### src/rtl/lifo_stack_pkg.sv
// lifo_stack shared definitions: opcode encoding and capacity helper.
package lifo_stack_pkg;

  localparam logic [1:0] OP_IDLE = 2'b00;
  localparam logic [1:0] OP_POP  = 2'b01;
  localparam logic [1:0] OP_PUSH = 2'b10;
  localparam logic [1:0] OP_REPL = 2'b11;

  function automatic int lifo_cap(input int aw);
    return 1 << aw;
  endfunction

endpackage

### src/rtl/lifo_stack_mem.sv
// lifo_stack_mem: word array below the top register, sync write, async read.
// Second read port exists only when LIFO_STACK_PEEK_EN is defined.
module lifo_stack_mem
  import lifo_stack_pkg::*;
#(
  parameter int DATA_WIDTH = 16,
  parameter int ADDR_WIDTH = 5,
  parameter int DEPTH      = 31
) (
  input  logic                  clk,
`ifdef LIFO_STACK_PEEK_EN
  input  logic [ADDR_WIDTH-1:0] i_paddr,
  output logic [DATA_WIDTH-1:0] o_pdata,
`endif
  input  logic                  i_we,
  input  logic [ADDR_WIDTH-1:0] i_waddr,
  input  logic [DATA_WIDTH-1:0] i_wdata,
  input  logic [ADDR_WIDTH-1:0] i_raddr,
  output logic [DATA_WIDTH-1:0] o_rdata
);

  logic [DATA_WIDTH-1:0] r_mem [DEPTH];

  always_ff @(posedge clk) begin
    if (i_we) r_mem[i_waddr] <= i_wdata;
  end

  // Addresses past the last word only occur when the caller ignores the data.
  assign o_rdata = (int'(i_raddr) < DEPTH) ? r_mem[i_raddr] : '0;

`ifdef LIFO_STACK_PEEK_EN
  assign o_pdata = (int'(i_paddr) < DEPTH) ? r_mem[i_paddr] : '0;
`endif

endmodule

### src/rtl/lifo_stack.sv
// lifo_stack: LIFO with registered top, occupancy and overflow/underflow pulses.
// Define LIFO_STACK_PEEK_EN to add the peek_idx/peek_data read port.
module lifo_stack
  import lifo_stack_pkg::*;
#(
  parameter int DATA_WIDTH = 16,
  parameter int ADDR_WIDTH = 5
) (
  input  logic                  clk,
  input  logic                  rst,
`ifdef LIFO_STACK_PEEK_EN
  input  logic [ADDR_WIDTH-1:0] peek_idx,
  output logic [DATA_WIDTH-1:0] peek_data,
`endif
  input  logic [DATA_WIDTH-1:0] pushd,
  input  logic                  push_en,
  input  logic                  pop_en,
  output logic [DATA_WIDTH-1:0] top,
  output logic [ADDR_WIDTH:0]   count,
  output logic                  empty,
  output logic                  full,
  output logic                  err_ovf,
  output logic                  err_udf
);

  localparam int CAP   = lifo_cap(ADDR_WIDTH);
  localparam int DEPTH = CAP - 1;
  localparam logic [ADDR_WIDTH:0] CAP_W = (ADDR_WIDTH+1)'(CAP);
  localparam logic [ADDR_WIDTH:0] ONE   = (ADDR_WIDTH+1)'(1);
  localparam logic [ADDR_WIDTH:0] TWO   = (ADDR_WIDTH+1)'(2);

  logic [DATA_WIDTH-1:0] r_top;
  logic [ADDR_WIDTH:0]   r_count;
  logic                  r_ovf;
  logic                  r_udf;

  logic [1:0]            w_op;
  logic                  w_empty;
  logic                  w_full;
  logic [ADDR_WIDTH:0]   w_sp;
  logic [ADDR_WIDTH:0]   w_sp2;
  logic                  w_we;
  logic [DATA_WIDTH-1:0] w_rdata;

  assign w_op    = {push_en, pop_en};
  assign w_empty = (r_count == '0);
  assign w_full  = (r_count == CAP_W);
  assign w_sp    = r_count - ONE;
  assign w_sp2   = r_count - TWO;
  // Old top spills into the array only on a plain push that is accepted.
  assign w_we    = (w_op == OP_PUSH) && !w_empty && !w_full;

`ifdef LIFO_STACK_PEEK_EN
  logic [ADDR_WIDTH:0]   w_pidx;
  logic [ADDR_WIDTH:0]   w_paddr;
  logic [DATA_WIDTH-1:0] w_pdata;

  assign w_pidx  = {1'b0, peek_idx};
  assign w_paddr = w_sp - w_pidx;
  assign peek_data = (w_pidx >= r_count) ? '0 :
                     (w_pidx == '0)      ? r_top : w_pdata;
`endif

  lifo_stack_mem #(
    .DATA_WIDTH (DATA_WIDTH),
    .ADDR_WIDTH (ADDR_WIDTH),
    .DEPTH      (DEPTH)
  ) u_mem (
    .clk     (clk),
`ifdef LIFO_STACK_PEEK_EN
    .i_paddr (w_paddr[ADDR_WIDTH-1:0]),
    .o_pdata (w_pdata),
`endif
    .i_we    (w_we),
    .i_waddr (w_sp[ADDR_WIDTH-1:0]),
    .i_wdata (r_top),
    .i_raddr (w_sp2[ADDR_WIDTH-1:0]),
    .o_rdata (w_rdata)
  );

  always_ff @(posedge clk or posedge rst) begin
    if (rst) begin
      r_top   <= '0;
      r_count <= '0;
      r_ovf   <= 1'b0;
      r_udf   <= 1'b0;
    end else begin
      r_ovf <= 1'b0;
      r_udf <= 1'b0;
      unique case (w_op)
        OP_PUSH: begin
          if (w_full) begin
            r_ovf <= 1'b1;
          end else begin
            r_top   <= pushd;
            r_count <= r_count + ONE;
          end
        end
        OP_POP: begin
          if (w_empty) begin
            r_udf <= 1'b1;
          end else begin
            r_top   <= (r_count == ONE) ? '0 : w_rdata;
            r_count <= w_sp;
          end
        end
        OP_REPL: begin
          r_top <= pushd;
          if (w_empty) r_count <= ONE;
        end
        default: ;
      endcase
    end
  end

  assign top     = r_top;
  assign count   = r_count;
  assign empty   = w_empty;
  assign full    = w_full;
  assign err_ovf = r_ovf;
  assign err_udf = r_udf;

endmodule

### config.mk
export PLATFORM = sky130hd
export DESIGN_NAME = lifo_stack
export DESIGN_NICKNAME = d
export VERILOG_FILES = /design/src/rtl/lifo_stack_pkg.sv /design/src/rtl/lifo_stack_mem.sv /design/src/rtl/lifo_stack.sv
export SDC_FILE = /design/constraint.sdc
export NUM_CORES = 1
export LEC_CHECK = 0
export ABC_AREA = 0
export CAP_MARGIN = 20
export CORE_MARGIN = 2
export CORE_UTILIZATION = 42
export DETAILED_ROUTE_END_ITERATION = 10
export SYNTH_ARGS = -nofsm -noshare
export SYNTH_HDL_FRONTEND = slang
export SYNTH_SLANG_ARGS = --single-unit
### constraint.sdc
create_clock -name clk -period 7.9 [get_ports clk]
set_clock_uncertainty 0.05 [all_clocks]
set_input_delay 2.37 -clock clk [delete_from_list [all_inputs] [get_ports clk]]
set_output_delay 2.37 -clock clk [all_outputs]
set_load 0.03 [all_outputs]
# After elaboration in Yosys (flattened, before gate mapping)
# Memories as Yosys holds them, arrays and structs flattened.
# Index checks and enable logic that the tools add are counted.
# Widths: inputs -> output; s select.
[classes]
n_reduce_logical = 8
div = 0
n_lt_le_gt_ge = 1
n_addsub = 3
muxes = 15
multipliers = 0
n_bitwise = 0
n_eq_ne = 8
shift = 0
[op_table]
columns = ["operator", "count"]
rows = [
  ["$mux 16", 4],
  ["$pmux 16 s3", 1],
  ["$mux 6", 3],
  ["$pmux 6 s3", 1],
  ["$add 6x1->6 const B", 1],
  ["$eq 6x1->1 const B", 1],
  ["$eq 6x6->1 const B", 1],
  ["$logic_not 6->1", 1],
  ["$mux 1", 6],
  ["$ne 2x2->1 const B", 3],
  ["$sub 6x1->6 const B", 1],
  ["$lt 5x5->1 const B", 1],
  ["$sub 5x2->5 const B", 1],
  ["$eq 2x2->1 const B", 2],
  ["$reduce_and 4->1", 1],
  ["$reduce_and 3->1", 1],
  ["$reduce_bool 3->1", 1],
  ["$eq 2x1->1 const B", 1],
  ["$logic_and 1x1->1", 2],
  ["$logic_not 1->1", 2],
]
[word_totals]
register_bits = 24
inputBits = 20
output_inout_bits = 26
wordCells = 40
memories = 1
latchBits = 0
romBits = 0
ramBits = 496
[mem_list]
columns = ["name", "words", "word_bits", "read_ports", "rd_ports_with_merged_regs", "write_ports", "line_no", "rtl"]
rows = [
  ["u_mem.r_mem", 31, 16, 1, 0, 1, "lifo_stack_mem.sv:22", "logic [DATA_WIDTH-1:0] r_mem [DEPTH];"],
]

# Depth between registers and ports, before layout
# Gate-level depths: netlist (run 1).
[depth]
word_depth = 6
mapped_depth = 12
depth_no_buf = 7

# Modules after synthesis
# Synthesis (run 1) repeated with hierarchy kept, for this count alone.
[unflattened]
hier_cells = 1050
area_unflattened_um2 = 20830.0
[by_module_without_submodules]
columns = ["module", "instances", "area_per_inst_um2", "seq_area_each_um2", "cells_per_inst"]
rows = [
  ["lifo_stack_mem", 1, 19244.7, 14894.3, 903],
  ["lifo_stack", 1, 1585.3, 600.6, 147],
]

# Worst setup path after synthesis (run 1)
# No wires, ideal clock.
[synth_path]
path_type = "register to output"
from = "register r_count[0], in the netlist count[0]"
to = "output empty"
stages_incl_launch_ff = 9
arrival_ps = 1999
path_buffers = 3
slack_ps = 3481
t_required_ps = 5480
cell_sequence = "dfrtp_1 buf_4 buf_6 buf_2 inv_1 ha_1 nor4b_4 nand2_1 inv_1"
[synth_via]
elab_chain_cells = 1
[synth_lines]
columns = ["item", "line_no", "rtl"]
rows = [
  ["start: declaration", "lifo_stack.sv:33", "logic [ADDR_WIDTH:0] r_count;"],
  ["start signal: assignment", "lifo_stack.sv:96", "r_count <= r_count + ONE;"],
  ["start signal: assignment", "lifo_stack.sv:104", "r_count <= w_sp;"],
  ["$logic_not 6->1", "lifo_stack.sv:46", "assign w_empty = (r_count == '0);"],
  ["end: declaration", "lifo_stack.sv:20", "output logic empty,"],
]
# Every way passes these cells.

# Worst setup path after layout (run 1)
# Ends and elaborated chain as after synthesis.

==> metrics.txt, run 1 <==
grt ovf 0; vias in the first global route 11400; largest net degree at the start of global routing 97; Mapped Cells 1254; Mapped Nets ~1300; Hold/Removal Path Class register to register; Hold-fix buffers, CTS 0; Seq/Total Area, Yosys 0.712; Setup TNS Final 0 ns; Tmin final 5.75 ns; RD Place Congestion 0.859; initial antenna violation count 0; port bufs 45; ANT nets after route 0; worst path cell trace inv_1, ha_1, nor4b_4, nand2_1, inv_1, clkdlybuf4s50_1; Yosys top cell area share 0.685; placed wire-length estimate 33700 um; RSZ-0062 raised after global routing false; H-Tree Depth 2; drt drc 0; # nets final 1360; crit path DAT 3.33 ns; drt pass-1 iters 5; Initial Util 0.424; GR Util All Layers 0.206; Worst Path Required 5.48 ns; via/cell ratio 5.71; Max-Slew Margin vs Limit 0.316; post-cts gate resize count 0; clock buffer depth 3; core area 51300 um2; worst vdd rail ir drop around 0.24 mV; synth warn 0; CP Capture Type output pin; status completed; Syn Area/Cell 17.4 um2; Buf/Inv on CP 3; post-route clock period utilization 0.727; Vias approximately 12000; wire per inst 26.9 um; Fmax 0.174 GHz; Clock transition at path regs 0.06 ns; top cells by area, synth edfxtp_1 68%, mux4_2 4.8%, mux2i_1 4.7%; Mapped Area 21800 um2; crit-path max FO 74; CTS tree done; Synth Flop Type edfxtp_1; Async SR Flop Fraction 0.0462; max_cap viols 0; Synth cell types 62; Final Hold Fails 0; Worst Tran Pin Value 1.02 ns; Setup CP Type register to output pin; Largest delay share family, worst path buffers and inverters; Core Util, Final 0.487; post-CTS setup buffer count 0; Top cell by count, worst path inv_1; Die Y roughly 230 um; flops & latches, synth between 500 and 600; die outline width 232 um; Sequential Power Share 0.370; CP peak stage delay 0.79 ns; PwrDens 422 nW/um2; combinational share of power 0.377; Sink Count 520; total CTS buffers 55; clock share of power 0.253; area overhead of the layout relative to synthesis 14.9%; startpoint types register; Top-Level Pins 46; routed wire length 55300 um; leakage dissipation just over 8 nW; sw power 3.90 mW; Post-synth EDFFs 496; Clock Tree Root clkbuf_16; row count 83; Synth area leader edfxtp_1; clock latency on the worst-skew pair 0.62 ns; setup violators final 0; share of cells above drive strength 1 0.204; slowest CP cell dfrtp_4; Final Max Tran Viols 0; die area around 54000 um2; Sw Share 0.370; P_int 6.65 mW; first-pass GRT wire length roughly 79000 um; violation count after the first detailed-routing iteration between 1000 and 1500
## final cells by class
type                    count  area, um2
clock inverters            35        412
diodes                      1       2.50
clock buffers              66       1460
fillers                  4284      26300
multi-input cells         643       5820
flip-flops and latches    520      15500
inverters                   6       22.5
well taps                 680        851
repair buffers            105        925
## per-layer routing
layer,vias up,global-route usage,share of wire
li1,5211,-,-
met1,6106,0.288,0.44
met2,347,0.324,0.47
met3,79,0.0332,0.052
met4,0,0.0849,0.038
met5,-,0,0
## final timing paths
| kind | startpoint | endpoint | slack (ns) | cells past startpoint |
|---|---|---|---|---|
| max in group asynchronous | rst | count[1]$_DFFE_PP0P_ | 5.36 | 3 |
| min in group asynchronous | rst | top[2]$_DFFE_PP0P_ | 2.09 | 3 |
| worst max-delay path | count[0]$_DFFE_PP0P_ | empty | 2.15 | 6 |
| worst min register to register | count[5]$_DFFE_PP0P_ | count[5]$_DFFE_PP0P_ | 0.57 | 1 |
| worst max register to register | count[1]$_DFFE_PP0P_ | top[3]$_DFFE_PP0P_ | 3.65 | 8 |
| worst min-delay path | count[5]$_DFFE_PP0P_ | count[5]$_DFFE_PP0P_ | 0.57 | 1 |
## registers in the layout (all words and copies together), names as in the netlist
name / count
top: 16
err_udf: 1
err_ovf: 1
count: 6
u_mem.r_mem: 496
## worst register-to-register path, delay by kind of cell (launching register included)
family,cells,cell delay [ns]
buf+inv,2,0.97
compound gates,2,0.79
flops,1,0.73
xor+xnor,1,0.63
mux,1,0.43
fa+ha+maj,1,0.39
simple gates,1,0.17
## power by group through the flow
| stage | clock (mW) | combinational [mW] | sequential, mW |
|---|---|---|---|
| finish | 2.67 | 3.98 | 3.90 |
| global route | 2.83 | 4.20 | 3.93 |
| CTS | 2.72 | 3.98 | 3.90 |
| detailed placement | 0 | 3.97 | 3.96 |
| global placement | 0 | 3.94 | 3.95 |
| floorplan | 0 | 2.49 | 3.99 |
## per-stage QoR
step,hold WS (ns),power [mW],cell area (um2),std cells,setup WS (ns)
after global routing,0.601,11.0,25000,2055,1.98
after floorplan,0.660,6.49,21800,1254,3.48
after global placement,0.595,7.89,23100,1950,2.27
after detailed placement,0.570,7.93,23100,1953,2.61
after CTS,0.576,10.6,25000,2054,2.17
final,0.571,10.6,25000,2056,2.15
## cell usage after synthesis, types with 4 or more instances
library cell,number
edfxtp_1,496
mux2i_1,103
nor2_1,66
nor3b_1,49
mux2_2,48
mux4_2,46
buf_2,41
o22ai_1,32
nor3_1,31
dfrtp_1,24
nand3b_1,24
clkbuf_1,23
nand2_1,21
o31ai_1,19
a211oi_1,17
nand2b_1,16
and2_1,15
a221oi_1,14
nand4_1,13
o32ai_1,12
o41ai_2,12
buf_4,11
o31ai_2,10
ha_1,9
mux2_1,9
o21ai_0,8
or2b_1,8
a21oi_1,7
mux2_4,7
buf_6,6
inv_1,6
a21o_1,4
nand3_1,4
## cell families after synthesis
| family | count (synthesis) | synth area share |
|---|---|---|
| DFF | 520 | 0.712 |
| and+or+nand+nor | 259 | 0.0681 |
| AOI/OAI and AO/OA | 157 | 0.0603 |
| muxes | 213 | 0.129 |
| adders and majority gates | 9 | 0.00518 |
| xor gates and xnor gates | 5 | 0.00236 |
| buffers and inverters | 91 | 0.0225 |
## cell usage in the layout, fill, tap and decap left out, types with 21 or more instances in the layout
cell	instances
buf_4	58
clkbuf_16	57
clkdlybuf4s50_1	45
dfrtp_1	22
edfxtp_1	496
mux2_2	48
mux2i_1	103
mux4_2	46
nand2_1	21
nand3b_1	24
nor2_1	59
nor3_1	30
nor3b_1	49
o22ai_1	32
Power figures use the tool's default switching activity.
==> run 2: changes to the inputs <==
==> constraint.sdc (replaced) <==
create_clock -name clk -period 5.2 [get_ports clk]
set_clock_uncertainty 0.05 [all_clocks]
set_input_delay 1.56 -clock clk [delete_from_list [all_inputs] [get_ports clk]]
set_output_delay 1.56 -clock clk [all_outputs]
set_load 0.03 [all_outputs]
==> run 2 against run 1 <==
Global-route usage grew 0.13 points. Critical path depth is the same. Hold slack got worse by 0.026 ns. Setup slack worse by 1.5 ns. Cell count grew 0.29%. Core utilization shrank 0.083 points. Flip-flop and latch count stayed put. Combinational power grew 58%. First-iteration DRC count shrank 11%. Die area is the same. Register-to-register slack got worse by 2.3 ns. Critical path type unchanged. Largest cell class unchanged. Highest routed layer unchanged.
==> metrics.txt, run 2 (synthesis gave the netlist of run 1 again) <==
setup violators final 0; area overhead of the layout relative to synthesis 14.7%; Setup CP Type register to output pin; worst vdd rail ir drop 0.527 mV; PwrDens 635 nW/um2; Vias 11900; first-pass GRT wire length 80500 um; most frequent cells in the layout 496 x edfxtp_1, 103 x mux2i_1, 69 x buf_4, 59 x nor2_1, 53 x clkbuf_16; Sequential Power Share 0.364; Initial Util 0.424; post-route clock period utilization 0.865; fillcell total roughly 4300; largest net degree at the start of global routing 95; startpoint types register; via/cell ratio slightly below 6; Pwr Total around 16 mW; Reg area 15500 um2; RSZ-0062 raised after global routing false; combinational share of power 0.398; total CTS buffers 52; GR Util All Layers 0.208; ANT nets after route 0; multi-input logic area 5820 um2; status completed; H-Tree Depth 2; grt ovf 0; commonest non-fill, non-tap cell in the layout edfxtp_1; wire per inst 26.9 um; Die Y 232 um; Clock transition at path regs 0.06 ns; die area around 54000 um2; dpl ws 1.12 ns; clock latency on the worst-skew pair 0.59 ns; dpl cell area 23200 um2; vias in the first global route between 10000 and 15000; clock share of power 0.238; ant diodes 0; P_int 9.90 mW; clock buffer depth 3; core area 51300 um2; placed wire-length estimate 34700 um; sw power 5.94 mW; crit path DAT about 2.9 ns; Final Hold Fails 0; leakage dissipation around 8.3 nW; CTS tree done; initial antenna violation count 3; Worst Tran Pin Value 1.02 ns; CP Capture Type output pin; Setup TNS Final 0 ns; row count between 80 and 90; drt pass-1 iters 5; drt drc 0; Hold-fix buffers, CTS 0; Largest register FFs 496; Tmin final approximately 4.5 ns; crit-path max FO 7; post-cts gate resize count 0; violation count after the first detailed-routing iteration 1154; Max-Slew Margin vs Limit 0.316; Design Area, Final ~25000 um2; Top-Level Pins 46; routed wire length ~55000 um; Sink Count between 500 and 600; post-CTS setup buffer count 0; max_cap viols 0; Final Max Tran Viols 0; Hold/Removal Path Class register to register; port bufs 45; Worst Path Required 3.59 ns; Sw Share 0.375; # nets final roughly 1400; Top reg by flops u_mem.r_mem; share of cells above drive strength 1 0.209; Clock Tree Root clkbuf_16; RD Place Congestion ~0.84; Fmax 0.222 GHz; die outline width roughly 230 um; setup ws final approximately 0.70 ns
run 2: cell types whose count changed in the layout (fill, tap and decap cells not counted), moves of 2 or more:
cell / before / now
clkinv_4: 2 / 0
clkbuf_8: 0 / 4
inv_6: 0 / 2
bufinv_16: 9 / 6
clkinv_1: 9 / 7
clkinvlp_4: 0 / 3
buf_12: 0 / 2
buf_4: 58 / 69
clkinv_2: 14 / 11
clkbuf_16: 57 / 53
run 2: layout make-up:
class | count | area share
well taps | 680 | 0.0341
repair buffers | 117 | 0.0415
clock inverters | 29 | 0.0121
clock buffers | 67 | 0.0569
flip-flops and latches | 520 | 0.621
inverters | 6 | 0.000903
multi-input cells | 643 | 0.233
run 2: worst max-delay path, stage by stage, from the launching register on:
cell	delay (ns)
dfrtp_4	0.47
inv_1	0.24
ha_1	0.24
nor4b_4	0.35
nand2_1	0.23
inv_1	0.09
clkdlybuf4s50_1	0.67
run 2: through the flow:
stage	utilization	std cells	hold WS, ns
final	0.486	2062	0.546
after global routing	0.486	2062	0.614
after CTS	0.486	2060	0.539
after detailed placement	0.452	1964	0.536
after global placement	0.452	1964	0.537
after floorplan	-	1254	0.660
run 2: worst paths after layout:
path	startpoint	end	slack, ns	depth (start not counted)
hold reg to reg	count[5]$_DFFE_PP0P_	count[5]$_DFFE_PP0P_	0.55	1
setup reg to reg	count[2]$_DFFE_PP0P_	top[3]$_DFFE_PP0P_	1.30	7
max in group asynchronous	rst	top[4]$_DFFE_PP0P_	3.48	4
setup / recovery	count[1]$_DFFE_PP0P_	empty	0.70	6
hold / removal	count[5]$_DFFE_PP0P_	count[5]$_DFFE_PP0P_	0.55	1
min in group asynchronous	rst	top[6]$_DFFE_PP0P_	1.13	2
run 2: power groups by stage:
stage | combinational, mW | clock (mW) | sequential (mW)
3_3_place_gp | 6.27 | 0 | 5.85
3_5_place_dp | 6.33 | 0 | 5.85
6_report | 6.30 | 3.76 | 5.77
4_1_cts | 6.35 | 3.83 | 5.77
5_1_grt | 6.66 | 3.99 | 5.80
2_1_floorplan | 3.79 | 0 | 6.07
run 2: layer usage:
layer,track usage,wire (um),vias up
li1,-,-,5220
met5,0,0,-
met4,0.0735,1830,0
met3,0.0372,3610,92
met2,0.316,25400,373
met1,0.301,24600,6225
==> run 3: changes to the inputs <==
--- a/config.mk
+++ b/config.mk
@@ -9,6 +9,7 @@
 export CAP_MARGIN = 20
 export CORE_MARGIN = 2
 export CORE_UTILIZATION = 42
+export CTS_CLUSTER_SIZE = 30
 export DETAILED_ROUTE_END_ITERATION = 10
 export SYNTH_ARGS = -nofsm -noshare
 export SYNTH_HDL_FRONTEND = slang
==> constraint.sdc (replaced) <==
create_clock -name clk -period 5.2 [get_ports clk]
set_clock_uncertainty 0.05 [all_clocks]
set_input_delay 0.78 -clock clk [delete_from_list [all_inputs] [get_ports clk]]
set_output_delay 0.78 -clock clk [all_outputs]
set_load 0.03 [all_outputs]
==> run 3 against run 2 <==
Final area shrank 0.32%. Clock-buffer cell count is 1 higher. Critical path depth is the same. Cell count unchanged. Register-to-register slack about the same. Fmax up 8.0%. Critical path type unchanged. Critical endpoint unchanged. Largest cell class unchanged.
==> metrics.txt, run 3 (synthesis gave the netlist of run 1 again) <==
Core Util, Final 0.485; Pwr Total between 15 and 20 mW; max_cap viols 0; Hold-fix buffers, CTS 0; worst vdd rail ir drop between 0.2 and 0.3 mV; drt pass-1 iters 5; Max-Slew Margin vs Limit 0.264; share of cells above drive strength 1 0.203; Worst Tran Pin Value ~1.1 ns; total CTS buffers 53; # nets final 1369; clock latency on the worst-skew pair 0.62 ns; port bufs 45; H-Tree Depth 2; sw power slightly below 6 mW; status completed; Clock transition at path regs 0.06 ns; RD Place Congestion 0.850; RSZ-0062 raised after global routing false; Fmax 0.240 GHz; core area 51300 um2; R2R Path Start count[0]$_DFFE_PP0P_; leakage dissipation between 8 and 9 nW; Tmin final ~4.2 ns; Worst Path Required between 4 and 5 ns; Critical Path Start count[0]$_DFFE_PP0P_; GR Util All Layers 0.218; clock share of power 0.231; Die Y 232 um; wire per inst 28.0 um; ANT nets after route 0; drt drc 0; Sequential Power Share 0.378; multi-input logic area 5820 um2; CTS tree done; placed wire-length estimate 35000 um; Largest register FFs 496; min-delay src count[5]$_DFFE_PP0P_; Top reg by flops u_mem.r_mem; combinational share of power 0.392; routed wire length 57800 um; Sink Count 520; Final Max Tran Viols 0; P_int 9.71 mW; crit path DAT 3.34 ns; Sw Share 0.378; area overhead of the layout relative to synthesis 14.3%; Setup CP Type register to output pin; Clock Tree Root clkbuf_16; most frequent cells in the layout 496 x edfxtp_1, 103 x mux2i_1, 65 x buf_4, 59 x nor2_1, 54 x clkbuf_16; initial antenna violation count 1; post-route clock period utilization 0.801; row count 83; commonest non-fill, non-tap cell in the layout edfxtp_1; post-cts gate resize count 0; violation count after the first detailed-routing iteration 1213; largest net degree at the start of global routing between 80 and 90; grt ovf 0; clock buffer depth 3; Top-Level Pins 46; fillcell total 4335; first-pass GRT wire length 84000 um; PwrDens 627 nW/um2; Design Area, Final ~25000 um2; Reg area 15500 um2; Setup TNS Final 0 ns; Final Hold Fails 0; flop2flop setup slack 1.30 ns; crit-path max FO 54; CP Capture Type output pin; ant diodes 0; dpl cell area 23200 um2; vias in the first global route 12000; setup violators final 0; final hold slack 0.521 ns; Hold/Removal Path Class register to register; Initial Util 0.424; die outline width 232 um; via/cell ratio 5.85; die area 53600 um2; startpoint types register; post-CTS setup buffer count 0; Vias 12100
==> run 3: changes by cell type in the layout (fill, tap and decap cells not counted), sizes merged <==
| cell | previous run | this run |
|---|---|---|
| buf | 72 | 71 |
| bufinv | 6 | 2 |
| inv | 8 | 9 |
| clkinv | 18 | 24 |
| clkbuf | 67 | 68 |
| clkinvlp | 3 | 0 |
==> run 3: worst paths after layout <==
kind | endpoint | cells after the start
worst max-delay path | empty | 6
worst min-delay path | count[5]$_DFFE_PP0P_ | 1
worst max register to register | top[3]$_DFFE_PP0P_ | 8
worst min register to register | count[5]$_DFFE_PP0P_ | 1
max in group asynchronous | count[1]$_DFFE_PP0P_ | 3
min in group asynchronous | top[13]$_DFFE_PP0P_ | 3
==> run 3: metal layers <==
| metal | vias up | part of all wire | track usage |
|---|---|---|---|
| li1 | 5221 | - | - |
| met1 | 6303 | 0.44 | 0.310 |
| met2 | 442 | 0.47 | 0.340 |
| met3 | 87 | 0.066 | 0.0358 |
| met4 | 0 | 0.028 | 0.0735 |
| met5 | - | 0 | 0 |
==> run 3: cell type report <==
| cell class | count | area share |
|---|---|---|
| Clock inverter | 29 | 0.00860 |
| Sequential cell | 520 | 0.623 |
| Inverter | 6 | 0.000906 |
| Multi-Input combinational cell | 643 | 0.234 |
| Clock buffer | 68 | 0.0564 |
| Timing Repair Buffer | 116 | 0.0426 |
| Tap cell | 680 | 0.0342 |
==> run 3: worst max-delay path, stage by stage, from the launching register on <==
cell             delay (ns)
dfrtp_4                0.71
inv_1                  0.42
ha_1                   0.25
nor4b_4                0.36
nand2_1                0.22
inv_1                  0.09
clkdlybuf4s50_1        0.66
==> run 3: metrics by stage <==
step / setup slack [ns] / cells
global placement: 1.19 / 1959
finish: 1.03 / 2062
global route: 0.882 / 2062
CTS: 1.01 / 2061
floorplan: 1.89 / 1254
detailed placement: 1.37 / 1964
==> run 3: power groups by stage <==
| stage | Combinational, mW | Clock (mW) | Sequential [mW] |
|---|---|---|---|
| detailed placement | 6.11 | 0 | 5.97 |
| floorplan | 3.79 | 0 | 6.07 |
| CTS | 6.14 | 3.66 | 5.89 |
| finish | 6.11 | 3.60 | 5.89 |
| global placement | 6.04 | 0 | 5.96 |
| global route | 6.47 | 3.82 | 5.93 |
